### src/rtl/sonic_rx_st_pkg.sv
// rtl/sonic_rx_st_pkg.sv - shared constants, framing states and lane helpers for the RX lane adapter
package sonic_rx_st_pkg;

    localparam int LANE_DATA_W = 64;
    localparam int LANE_BE_W   = 8;

    typedef enum logic [1:0] {
        IDLE   = 2'd0,
        IN_PKT = 2'd1,
        DROP   = 2'd2
    } state_t;

    // One bit of the lane-valid mask: every lane is live on non-eop beats,
    // on the eop beat only lanes below the empty tail are live.
    function automatic logic lane_valid(input int lane, input int lanes,
                                        input logic eop, input int empty);
        return !eop || (lane <= lanes - 1 - empty);
    endfunction

endpackage

### src/rtl/sonic_fwft_fifo.sv
// rtl/sonic_fwft_fifo.sv - first-word-fall-through FIFO with occupancy count
module sonic_fwft_fifo #(
    parameter int WIDTH = 8,
    parameter int DEPTH = 8,
    parameter int AW    = $clog2(DEPTH)
) (
    input  logic             clk_in,
    input  logic             rst,
    input  logic             push,
    input  logic [WIDTH-1:0] wr_data,
    input  logic             pop,
    output logic [WIDTH-1:0] rd_data,
    output logic [AW:0]      used,
    output logic             full,
    output logic             empty
);

    logic [WIDTH-1:0] mem [DEPTH];
    logic [AW-1:0]    wr_ptr;
    logic [AW-1:0]    rd_ptr;
    logic             do_push;
    logic             do_pop;

    assign full    = (used == (AW+1)'(DEPTH));
    assign empty   = (used == '0);
    assign do_push = push && !full;
    assign do_pop  = pop && !empty;
    assign rd_data = mem[rd_ptr];

    // Pointer and occupancy bookkeeping; pointers wrap naturally at a power-of-2 depth.
    always_ff @(posedge clk_in or posedge rst) begin
        if (rst) begin
            wr_ptr <= '0;
            rd_ptr <= '0;
            used   <= '0;
        end else begin
            if (do_push) wr_ptr <= wr_ptr + 1'b1;
            if (do_pop)  rd_ptr <= rd_ptr + 1'b1;
            case ({do_push, do_pop})
                2'b10:   used <= used + 1'b1;
                2'b01:   used <= used - 1'b1;
                default: used <= used;
            endcase
        end
    end

    // Storage array; contents need no reset because used gates visibility.
    always_ff @(posedge clk_in) begin
        if (do_push) mem[wr_ptr] <= wr_data;
    end

endmodule

### src/rtl/sonic_rx_st_lane_adapter.sv
// rtl/sonic_rx_st_lane_adapter.sv - Avalon-ST RX beat to per-lane application stream converter
module sonic_rx_st_lane_adapter
    import sonic_rx_st_pkg::*;
#(
    parameter int DATA_W        = 128,
    parameter int BAR_W         = 8,
    parameter int EMPTY_W       = 1,
    parameter int READY_LATENCY = 2,
    parameter int FIFO_DEPTH    = 8,
    parameter int DROP_ERR      = 1
) (
    input  logic                                clk_in,
    input  logic                                rst,
    input  logic [DATA_W-1:0]                   rx_st_data,
    input  logic [DATA_W/8-1:0]                 rx_st_be,
    input  logic [BAR_W-1:0]                    rx_st_bardec,
    input  logic                                rx_st_sop,
    input  logic                                rx_st_eop,
    input  logic [EMPTY_W-1:0]                  rx_st_empty,
    input  logic                                rx_st_err,
    input  logic                                rx_st_valid,
    output logic                                rx_st_ready,
    input  logic                                rx_stream_mask,
    output logic [(DATA_W/64)*(74+BAR_W)-1:0]   out_data,
    output logic [DATA_W/64-1:0]                out_lane_valid,
    output logic                                out_err,
    output logic                                out_valid,
    input  logic                                out_ready,
    output logic [31:0]                         pkt_cnt,
    output logic [15:0]                         err_pkt_cnt,
    output logic [15:0]                         frame_err_cnt,
    output logic                                proto_err
);

    localparam int LANES   = DATA_W / 64;
    localparam int LANE_W  = LANE_BE_W + 2 + BAR_W + LANE_DATA_W;
    localparam int WORDS_W = LANES * LANE_W;
    localparam int ENTRY_W = WORDS_W + LANES + 1;
    localparam int AW      = $clog2(FIFO_DEPTH);
    localparam int PIPE_W  = (READY_LATENCY == 0) ? 1 : READY_LATENCY;

    logic [PIPE_W-1:0]  rdy_pipe;
    logic [31:0]        inflight;
    logic               window;
    logic               sample;
    logic               drop_sop;
    logic [AW:0]        used;
    logic               fifo_full;
    logic               fifo_empty;
    logic [ENTRY_W-1:0] head;
    logic [WORDS_W-1:0] lane_words;
    logic [LANES-1:0]   lane_mask;
    state_t             state;
    state_t             state_nxt;
    logic               wr_en;
    logic               inc_pkt;
    logic               inc_err;
    logic               inc_frame;

    // Credits already promised to the hard IP but not yet landed in the FIFO.
    always_comb begin
        inflight = '0;
        for (int i = 0; i < PIPE_W; i++) inflight = inflight + 32'(rdy_pipe[i]);
    end

    assign rx_st_ready = !rst && !rx_stream_mask &&
                         (32'(used) + inflight + 32'd1 <= 32'(FIFO_DEPTH));
    assign window      = (READY_LATENCY == 0) ? rx_st_ready : rdy_pipe[PIPE_W-1];
    assign sample      = rx_st_valid && window;
    assign drop_sop    = rx_st_err && (DROP_ERR != 0);

    // Delay line of issued readies; its last tap opens the sampling window.
    always_ff @(posedge clk_in or posedge rst) begin
        if (rst)                     rdy_pipe <= '0;
        else if (READY_LATENCY == 0) rdy_pipe <= '0;
        else                         rdy_pipe <= (rdy_pipe << 1) | PIPE_W'(rx_st_ready);
    end

    // Framing decisions for a sampled beat: write, drop, and which counter moves.
    always_comb begin
        state_nxt = state;
        wr_en     = 1'b0;
        inc_pkt   = 1'b0;
        inc_err   = 1'b0;
        inc_frame = 1'b0;
        if (sample) begin
            case (state)
                IN_PKT: begin
                    wr_en     = 1'b1;
                    inc_frame = rx_st_sop;
                    if (rx_st_eop) begin
                        inc_pkt   = 1'b1;
                        state_nxt = IDLE;
                    end
                end
                IDLE, DROP: begin
                    if (rx_st_sop) begin
                        inc_frame = (state == DROP);
                        if (!drop_sop) begin
                            wr_en     = 1'b1;
                            inc_pkt   = rx_st_eop;
                            state_nxt = rx_st_eop ? IDLE : IN_PKT;
                        end else begin
                            inc_err   = rx_st_eop;
                            state_nxt = rx_st_eop ? IDLE : DROP;
                        end
                    end else if (state == DROP) begin
                        if (rx_st_eop) begin
                            inc_err   = 1'b1;
                            state_nxt = IDLE;
                        end
                    end else begin
                        inc_frame = 1'b1;
                    end
                end
                default: state_nxt = IDLE;
            endcase
        end
    end

    // Framing state register.
    always_ff @(posedge clk_in or posedge rst) begin
        if (rst) state <= IDLE;
        else     state <= state_nxt;
    end

    // Saturating statistics and the sticky protocol-violation flag.
    always_ff @(posedge clk_in or posedge rst) begin
        if (rst) begin
            pkt_cnt       <= '0;
            err_pkt_cnt   <= '0;
            frame_err_cnt <= '0;
            proto_err     <= 1'b0;
        end else begin
            if (inc_pkt && pkt_cnt != '1)         pkt_cnt       <= pkt_cnt + 32'd1;
            if (inc_err && err_pkt_cnt != '1)     err_pkt_cnt   <= err_pkt_cnt + 16'd1;
            if (inc_frame && frame_err_cnt != '1) frame_err_cnt <= frame_err_cnt + 16'd1;
            if ((rx_st_valid && !window) || (wr_en && fifo_full)) proto_err <= 1'b1;
        end
    end

    // Slice the beat into lane words {be, sop, last, bardec, data} plus the live-lane mask.
    always_comb begin
        int last_idx;
        last_idx   = LANES - 1 - int'(rx_st_empty);
        lane_words = '0;
        lane_mask  = '0;
        for (int i = 0; i < LANES; i++) begin
            lane_words[i*LANE_W +: LANE_W] = {rx_st_be[i*LANE_BE_W +: LANE_BE_W],
                                              rx_st_sop,
                                              rx_st_eop && (i == last_idx),
                                              rx_st_bardec,
                                              rx_st_data[i*LANE_DATA_W +: LANE_DATA_W]};
            lane_mask[i] = lane_valid(i, LANES, rx_st_eop, int'(rx_st_empty));
        end
    end

    sonic_fwft_fifo #(
        .WIDTH (ENTRY_W),
        .DEPTH (FIFO_DEPTH)
    ) u_fifo (
        .clk_in  (clk_in),
        .rst     (rst),
        .push    (wr_en),
        .wr_data ({rx_st_err, lane_mask, lane_words}),
        .pop     (out_ready),
        .rd_data (head),
        .used    (used),
        .full    (fifo_full),
        .empty   (fifo_empty)
    );

    assign out_valid      = !fifo_empty;
    assign out_data       = head[WORDS_W-1:0];
    assign out_lane_valid = out_valid ? head[WORDS_W +: LANES] : '0;
    assign out_err        = out_valid && head[ENTRY_W-1];

endmodule
### config.mk
export PLATFORM = sky130hd
export DESIGN_NAME = sonic_rx_st_lane_adapter
export DESIGN_NICKNAME = d
export VERILOG_FILES = /design/src/rtl/sonic_rx_st_pkg.sv /design/src/rtl/sonic_fwft_fifo.sv /design/src/rtl/sonic_rx_st_lane_adapter.sv
export SDC_FILE = /design/constraint.sdc
export NUM_CORES = 1
export LEC_CHECK = 0
export BUFFER_PORTS_ARGS = -buffer_cell sky130_fd_sc_hd__clkbuf_2
export CAP_MARGIN = 20
export CELL_PAD_IN_SITES_DETAIL_PLACEMENT = 1
export CELL_PAD_IN_SITES_GLOBAL_PLACEMENT = 1
export CORE_MARGIN = 3
export CORE_UTILIZATION = 53
export CTS_CLUSTER_DIAMETER = 30
export DETAILED_ROUTE_END_ITERATION = 8
export HOLD_SLACK_MARGIN = 0.08
export PLACE_DENSITY_LB_ADDON = 0.1
export SYNTH_ARGS = -nofsm -noshare
export SYNTH_HDL_FRONTEND = slang
export SYNTH_HIERARCHICAL = 1
export SYNTH_SLANG_ARGS = --single-unit
export TNS_END_PERCENT = 100
### constraint.sdc
create_clock -name clk_in -period 18.3 [get_ports clk_in]
set_input_delay 1.83 -clock clk_in [delete_from_list [all_inputs] [get_ports clk_in]]
set_output_delay 1.83 -clock clk_in [all_outputs]
set_load 0.02 [all_outputs]
==> results by group, run 1 <==
Clock tree
  • Clk_lat worst skew: 0.85 ns
  • CTS Root Cell: clkbuf_16
  • Max H-tree Level: 5
  • # clock sinks: 1415
  • Cts repair resizes: 0
  • Num CTS Buffers: 290
  • Clock Path Buffers: 4
  • Clock slew at reported path FFs: 0.05 ns
  • Setup bufs post-CTS: 0
  • Cts hold-fix bufs: 0
  • TritonCTS clock tree: built

Global route
  • Vias in the first global route: 30000
  • Initial antenna violation count: 19
  • Global-route wire length before repair: 196000 microns
  • Maximum number of pins on one net before global-route repair: 163
  • GRT Util Overall: 24.87%
  • GRT overflow: 0

Synth
  • Synth Register Bits: 1415
  • Register area share after synthesis: 77.61%
  • Synthesized area: 54240 sq um
  • Post-synth ARST share: 5.583%
  • Ys flop type: edfxtp_1
  • Mapped Cells: 2337
  • YS warnings: 6
  • Post-synth EDFFs: 1336
  • Syn_area_per_cell: 23.21 sq um
  • Synth cell types: 61

Routing
  • Drt total wl: 129600 microns
  • Router iterations before antenna repair: 5
  • Initial DRC count: 2047
  • Vias/cell: 5.839
  • DRC viols: 0
  • Post-DR wirelength/cell: 28.45 microns
  • Via count: 26600
  • DRT antenna net count: 0

Finish
  • Final core utilization: 66.81%
  • Commonest cells after routing, fill and taps aside: edfxtp_1 (1336), clkbuf_2 (394), mux4_2 (334)
  • Commonest non-fill, non-tap cell in the layout: edfxtp_1
  • Number of nets in the layout: 3149
  • Share of cells above drive strength 1: 44.07%
  • Area grow syn2layout: 24.08%
  • Fillcell total: 8116

Power and ir drop
  • Internal: 8.207 mW
  • Power per Cell Area: 169.3 nW/um^2
  • Switching power: 3.186 mW
  • Worst vdd ir: 0.0001417 V
  • Reg power frac: 32.7%
  • Comb power frac: 22.8%
  • Clock network power share: 44.4%
  • P_leak: 23.11 nW
  • Sw frac: 27.96%

Setup path
  • Startpoint class of the critical path: flip-flop
  • Crit path capture type: output port
  • Setup CP Type: flip-flop to output port
  • Critical Path Fanout Max: 162
  • Worst EP arrival: 5.71 ns
  • Critical Path RT: 16.47 ns

STA
  • Hold_ws: 0.3825 ns
  • Period minus WS final: 7.541 ns
  • Slew Viols, Final: 0
  • Final hold vios: 0
  • Worst-margin pin slew: 1.137 ns
  • Post-route clock period utilization: 41.21%
  • Worst slew margin: 24.23%
  • # setup viols final: 0
  • Fmax: 132.6 MHz
  • RSZ-0062 raised after global routing: no
  • Setup TNS Final: 0 ns
  • Clock skew: 0.04244 ns

Floorplan
  • I/O pin count: 395
  • Die area: 106200 sq um
  • Die width: 325.9 microns
  • Row cnt: 116
  • Core Region: 100700 sq um
  • Initial Utilization: 53.85%
  • Die height: 325.9 microns

Placement
  • HPWL Detailed: 67870 microns
  • # port buffers: 394
  • GPL Wtd Cong: 0.7582

Outcome
  • Status: finished clean

Run
  • Max Cap Viol: 0

Hold path
  • Worst Hold Class: flip-flop to flip-flop
-- per-stage QoR --
| step | cell area (sq um) | power [mW] | worst slack [ns] | std cells |
|---|---|---|---|---|
| final | 67300 | 11.39 | 10.76 | 4555 |
| after global routing | 67280 | 11.82 | 10.56 | 4547 |
| after CTS | 67260 | 11.52 | 10.73 | 4538 |
| after detailed placement | 57810 | 6.395 | 11.63 | 4039 |
| after global placement | 57810 | 6.344 | 11.71 | 4039 |
| after floorplan | 54260 | 5.640 | 3.702 | 2344 |
-- power groups by stage --
stage | Clock (mW) | Combinational [mW] | Sequential, mW
after global routing | 5.32 | 2.76 | 3.74
after CTS | 5.14 | 2.65 | 3.73
after detailed placement | 0 | 2.60 | 3.79
after global placement | 0 | 2.56 | 3.78
after floorplan | 0 | 1.91 | 3.73
final | 5.06 | 2.60 | 3.73
-- logic make-up (layout without fill, tap and decap cells) --
family | after synthesis | in the layout | share of synthesized area [%]
AO/OA/AOI/OAI | 28 | 28 | 0.4129
XOR/XNOR | 63 | 63 | 1.017
adder cells (fa/ha/maj) | 14 | 14 | 0.3506
buffers and inverters | 121 | 958 | 1.176
flip-flops | 1415 | 1415 | 77.61
multiplexers | 510 | 510 | 17.52
other | 1 | 25 | 0.006914
AND/OR/NAND/NOR | 185 | 185 | 1.905
-- metal layers --
layer	GRT usage (%)	up-vias	wire length (microns)
li1	-	11210	-
met1	32.36	14300	51750
met2	41.65	880	67060
met3	5.684	205	7806
met4	8.778	6	2943
met5	0	-	34
-- final timing paths --
| check | start | endpoint | slack, ns | cells past startpoint |
|---|---|---|---|---|
| min reg2reg | rdy_pipe[0] | rdy_pipe[1] | 0.38 | 0 |
| max | u_fifo/rd_ptr[1] | out_lane_valid[1] | 10.76 | 7 |
| min | rdy_pipe[0] | rdy_pipe[1] | 0.38 | 0 |
| max in group asynchronous | rst | err_pkt_cnt[1] | 16.32 | 3 |
| max reg2reg | state[0] | u_fifo/mem[3][49] | 13.97 | 7 |
| min in group asynchronous | rst | rdy_pipe[0] | 0.91 | 2 |
-- sequential cells by signal, indices dropped and copies added, names as in the netlist --
signal         cells
u_fifo/mem      1336
pkt_cnt           32
err_pkt_cnt       16
frame_err_cnt     16
u_fifo/used        4
u_fifo/rd_ptr      3
u_fifo/wr_ptr      3
rdy_pipe           2
state              2
proto_err          1
-- cells in the mapped netlist (all sizes together), types with 2 or more instances --
master | count | area share, %
a21oi | 7 | 0.065
and2 | 2 | 0.023
and3 | 9 | 0.10
and4 | 8 | 0.13
buf | 60 | 0.75
clkbuf | 37 | 0.26
dfrtp | 79 | 3.6
edfxtp | 1336 | 74
fa | 2 | 0.074
ha | 12 | 0.28
inv | 24 | 0.17
mux2 | 174 | 3.6
mux2i | 2 | 0.037
mux4 | 334 | 14
nand2 | 40 | 0.28
nand2b | 2 | 0.023
nand3 | 38 | 0.35
nand3b | 2 | 0.028
nand4 | 13 | 0.18
nand4b | 2 | 0.032
nor2 | 25 | 0.17
nor2b | 7 | 0.081
nor3 | 14 | 0.14
nor3b | 4 | 0.055
nor4 | 8 | 0.12
o211ai | 2 | 0.028
o21ai | 2 | 0.018
o21bai | 3 | 0.062
or3 | 2 | 0.023
or4b | 4 | 0.088
xnor2 | 44 | 0.71
xor2 | 19 | 0.31
-- area by class of cell --
class,count,area (sq um),area share (%)
Tap cell,1357,1698,2.523
Inverter,24,90.09,0.1339
Multi-Input combinational cell,808,11590,17.22
Antenna cell,17,42.54,0.06321
Clock inverter,172,1947,2.893
Sequential cell,1415,42110,62.57
Clock buffer,327,7500,11.14
Timing Repair Buffer,435,2330,3.462
-- critical path, cell delays in order, from the launching register on --
cell,delay [ns]
dfrtp_4,0.80
buf_12,0.76
buf_4,0.93
buf_4,0.96
mux4_2,0.44
mux2_2,0.29
nor2b_1,0.15
clkbuf_2,0.23
Power figures use the tool's default switching activity.
==> run 2: changes to the inputs <==
- ABC_AREA: unset -> 1
- CORE_UTILIZATION: 53 -> 43
- clock period: 18.3 -> 6.2 ns (I/O delays scaled with it)
==> run 2 against run 1 <==
Against the previous run: sequential power increased to 2.9 times the previous value; global-route usage decreased by 1.5 points; clock skew increased by 0.039 ns; final cell count increased by 110%; count of clock-buffer cells in the layout increased by 122; non-clock buffer count increased by 150; combinational power increased to 4.3 times the previous value; core utilization decreased by 12 points; power increased to 3.6 times the previous value; synthesized cell count increased to 2.8 times the previous value; clock power increased to 3.7 times the previous value; setup slack got worse by 9.0 ns; critical path type unchanged; critical endpoint is now out_data[63].
==> results by group, run 2 <==
Outcome
  • Status: finished clean

Floorplan
  • Die height: 386.8 microns
  • Die width: 386.8 microns
  • Die area: 149600 sq um
  • Row cnt: 139
  • I/O pin count: 395
  • Initial Utilization: 43.35%
  • Core Region: 143800 sq um

Finish
  • Final core utilization: 55.26%
  • Max FFs per register: 1336
  • Fillcell total: 15740
  • Share of cells above drive strength 1: 13.39%
  • Largest Register: u_fifo/mem
  • Commonest cells after routing, fill and taps aside: nand2_1 (2525), nor2_1 (1418), edfxtp_1 (1336)
  • Commonest non-fill, non-tap cell in the layout: nand2_1
  • Number of nets in the layout: 7415
  • Register area: 42110 sq um
  • Area grow syn2layout: 27.48%
  • Top flop regs: u_fifo/mem: 1336 flops, pkt_cnt: 32 flops
  • Area of the multi-input gates: 16080 sq um
  • Fin area: 79490 sq um

Synth
  • Post-synth top area cell: edfxtp_1
  • Synth cell types: 36
  • Top post-synthesis cells by count: nand2_1 (2525), nor2_1 (1418), edfxtp_1 (1336)
  • Area contributors post-synth: edfxtp_1 (64%), nand2_1 (15%), nor2_1 (8.5%), inv_1 (4.5%), dfrtp_1 (3.2%)
  • Syn_area_per_cell: 9.531 sq um
  • Post-synth ARST share: 5.583%
  • Synth Register Bits: 1415
  • YS warnings: 6
  • Count leader, synth: nand2_1
  • Synthesized area: 62350 sq um
  • Ys flop type: edfxtp_1
  • Register area share after synthesis: 67.51%
  • Mapped Cells: 6542
  • Synth top area share: 64.34%
  • Post-synth EDFFs: 1336

Routing
  • Via count: 45790
  • Vias/cell: 4.849
  • Initial DRC count: 2480
  • Drt total wl: 176200 microns
  • DRC viols: 0
  • Router iterations before antenna repair: 5
  • Post-DR wirelength/cell: 18.65 microns
  • DRT antenna net count: 0

STA
  • Fmax: 225.2 MHz
  • Setup TNS Final: 0 ns
  • # setup viols final: 0
  • Slew Viols, Final: 0
  • Post-route clock period utilization: 71.63%
  • Period minus WS final: 4.441 ns
  • Clock skew: 0.08128 ns
  • RSZ-0062 raised after global routing: no
  • Final hold vios: 0
  • Worst-margin pin slew: 1.399 ns
  • Worst slew margin: 6.747%
  • Fin worst setup slack: 1.759 ns
  • Hold_ws: 0.1256 ns

Setup path
  • Setup CP Type: flip-flop to output port
  • Cell Chain, Critical Path: buf_4 > buf_4 > nand2_1 > nand2_1 > clkbuf_2
  • Startpoint class of the critical path: flip-flop
  • Critical path's slowest cell: buf_4
  • Crit path capture type: output port
  • Crit path largest cell delay: 0.85 ns
  • Worst Path Buf+Inv: 3
  • Critical Path RT: 5.58 ns
  • Worst EP arrival: 3.82 ns
  • Critical path's top delay family: buffers and inverters
  • Critical Path Fanout Max: 58

Global route
  • GRT Util Overall: 23.39%
  • Maximum number of pins on one net before global-route repair: 250
  • Vias in the first global route: 49450
  • GRT overflow: 0
  • Initial antenna violation count: 23
  • Global-route wire length before repair: 275300 microns

Clock tree
  • Clock slew at reported path FFs: 0.04 ns
  • Setup bufs post-CTS: 0
  • Cts repair resizes: 0
  • Clk_lat worst skew: 0.90 ns
  • Num CTS Buffers: 374
  • Max H-tree Level: 5
  • CTS Root Cell: clkbuf_16
  • Clock Path Buffers: 4
  • TritonCTS clock tree: built
  • # clock sinks: 1415

Placement
  • Pre-CTS setup slack: 2.346 ns
  • GPL Wtd Cong: 0.7991
  • Placed cell area: 65880 sq um
  • # port buffers: 394
  • HPWL Detailed: 92690 microns

Power and ir drop
  • Worst vdd ir: 0.0004504 V
  • Power per Cell Area: 512.6 nW/um^2
  • P_leak: 35.05 nW

Hold path
  • Worst Hold Class: primary input to flip-flop

Run
  • Max Cap Viol: 0
[run 2: worst reg2reg max path, cell delays in order (launching register included)]
cell and delay [ns]:
dfrtp_1 0.37, nand2_1 0.08, inv_1 0.10, nand3_1 0.12
inv_1 0.11, nand2_1 0.51, nor3_4 0.39, buf_4 0.44
buf_4 0.67
[run 2: final timing paths]
check / endpoint / start / slack, ns / cells after the start
worst min register to register: rdy_pipe[1] / rdy_pipe[0] / 0.39 / 0
worst min-delay path: u_fifo/mem[1][25] / rx_st_data[25] / 0.13 / 1
worst max register to register: u_fifo/mem[5][135] / rdy_pipe[1] / 3.01 / 8
worst max-delay path: out_data[63] / u_fifo/rd_ptr[2] / 1.76 / 5
max in group asynchronous: state[0] / rst / 4.82 / 4
min in group asynchronous: u_fifo/rd_ptr[0] / rst / 0.45 / 3
[run 2: kinds of logic after synthesis]
| kind of cell | count (synthesis) | share of synthesized area, % |
|---|---|---|
| AND/OR/NAND/NOR | 4021 | 24.46 |
| flip-flops | 1415 | 67.51 |
| buffers and inverters | 1024 | 6.887 |
| XOR/XNOR | 41 | 0.5759 |
| AO/OA/AOI/OAI | 26 | 0.2468 |
| adder cells (fa/ha/maj) | 14 | 0.3050 |
| other | 1 | 0.006014 |
[run 2: final cells by class]
class	instances	area share (%)
Antenna cell	18	0.05667
Clock buffer	449	12.41
Clock inverter	210	2.821
Inverter	754	3.583
Multi-Input combinational cell	4110	20.23
Sequential cell	1415	52.97
Tap cell	1903	2.996
Timing Repair Buffer	585	4.930
[run 2: per-layer routing]
layer | share of wire, % | global-route usage (%)
met5 | 0.054 | 0
met2 | 51 | 41.74
met1 | 42 | 28.74
met4 | 2.3 | 7.211
met3 | 4.2 | 4.302
[run 2: repair_timing]
action,CTS,global route
hold endpoints to repair,1155,0
setup endpoints to repair,0,0
hold buffers,145,0
[run 2: power breakdown]
group          internal (mW)  switching (mW)  total, mW  leakage [nW]
Clock                   13.0            5.46       18.5          5.88
Sequential              10.7           0.283       11.0          13.1
Combinational           3.11            8.17       11.3          16.1
[run 2: per-stage QoR]
step / total power, mW / cells
finish: 40.74 / 9444
global route: 42.99 / 9433
CTS: 41.22 / 9426
detailed placement: 22.36 / 8622
global placement: 22.06 / 8622
floorplan: 18.82 / 6549
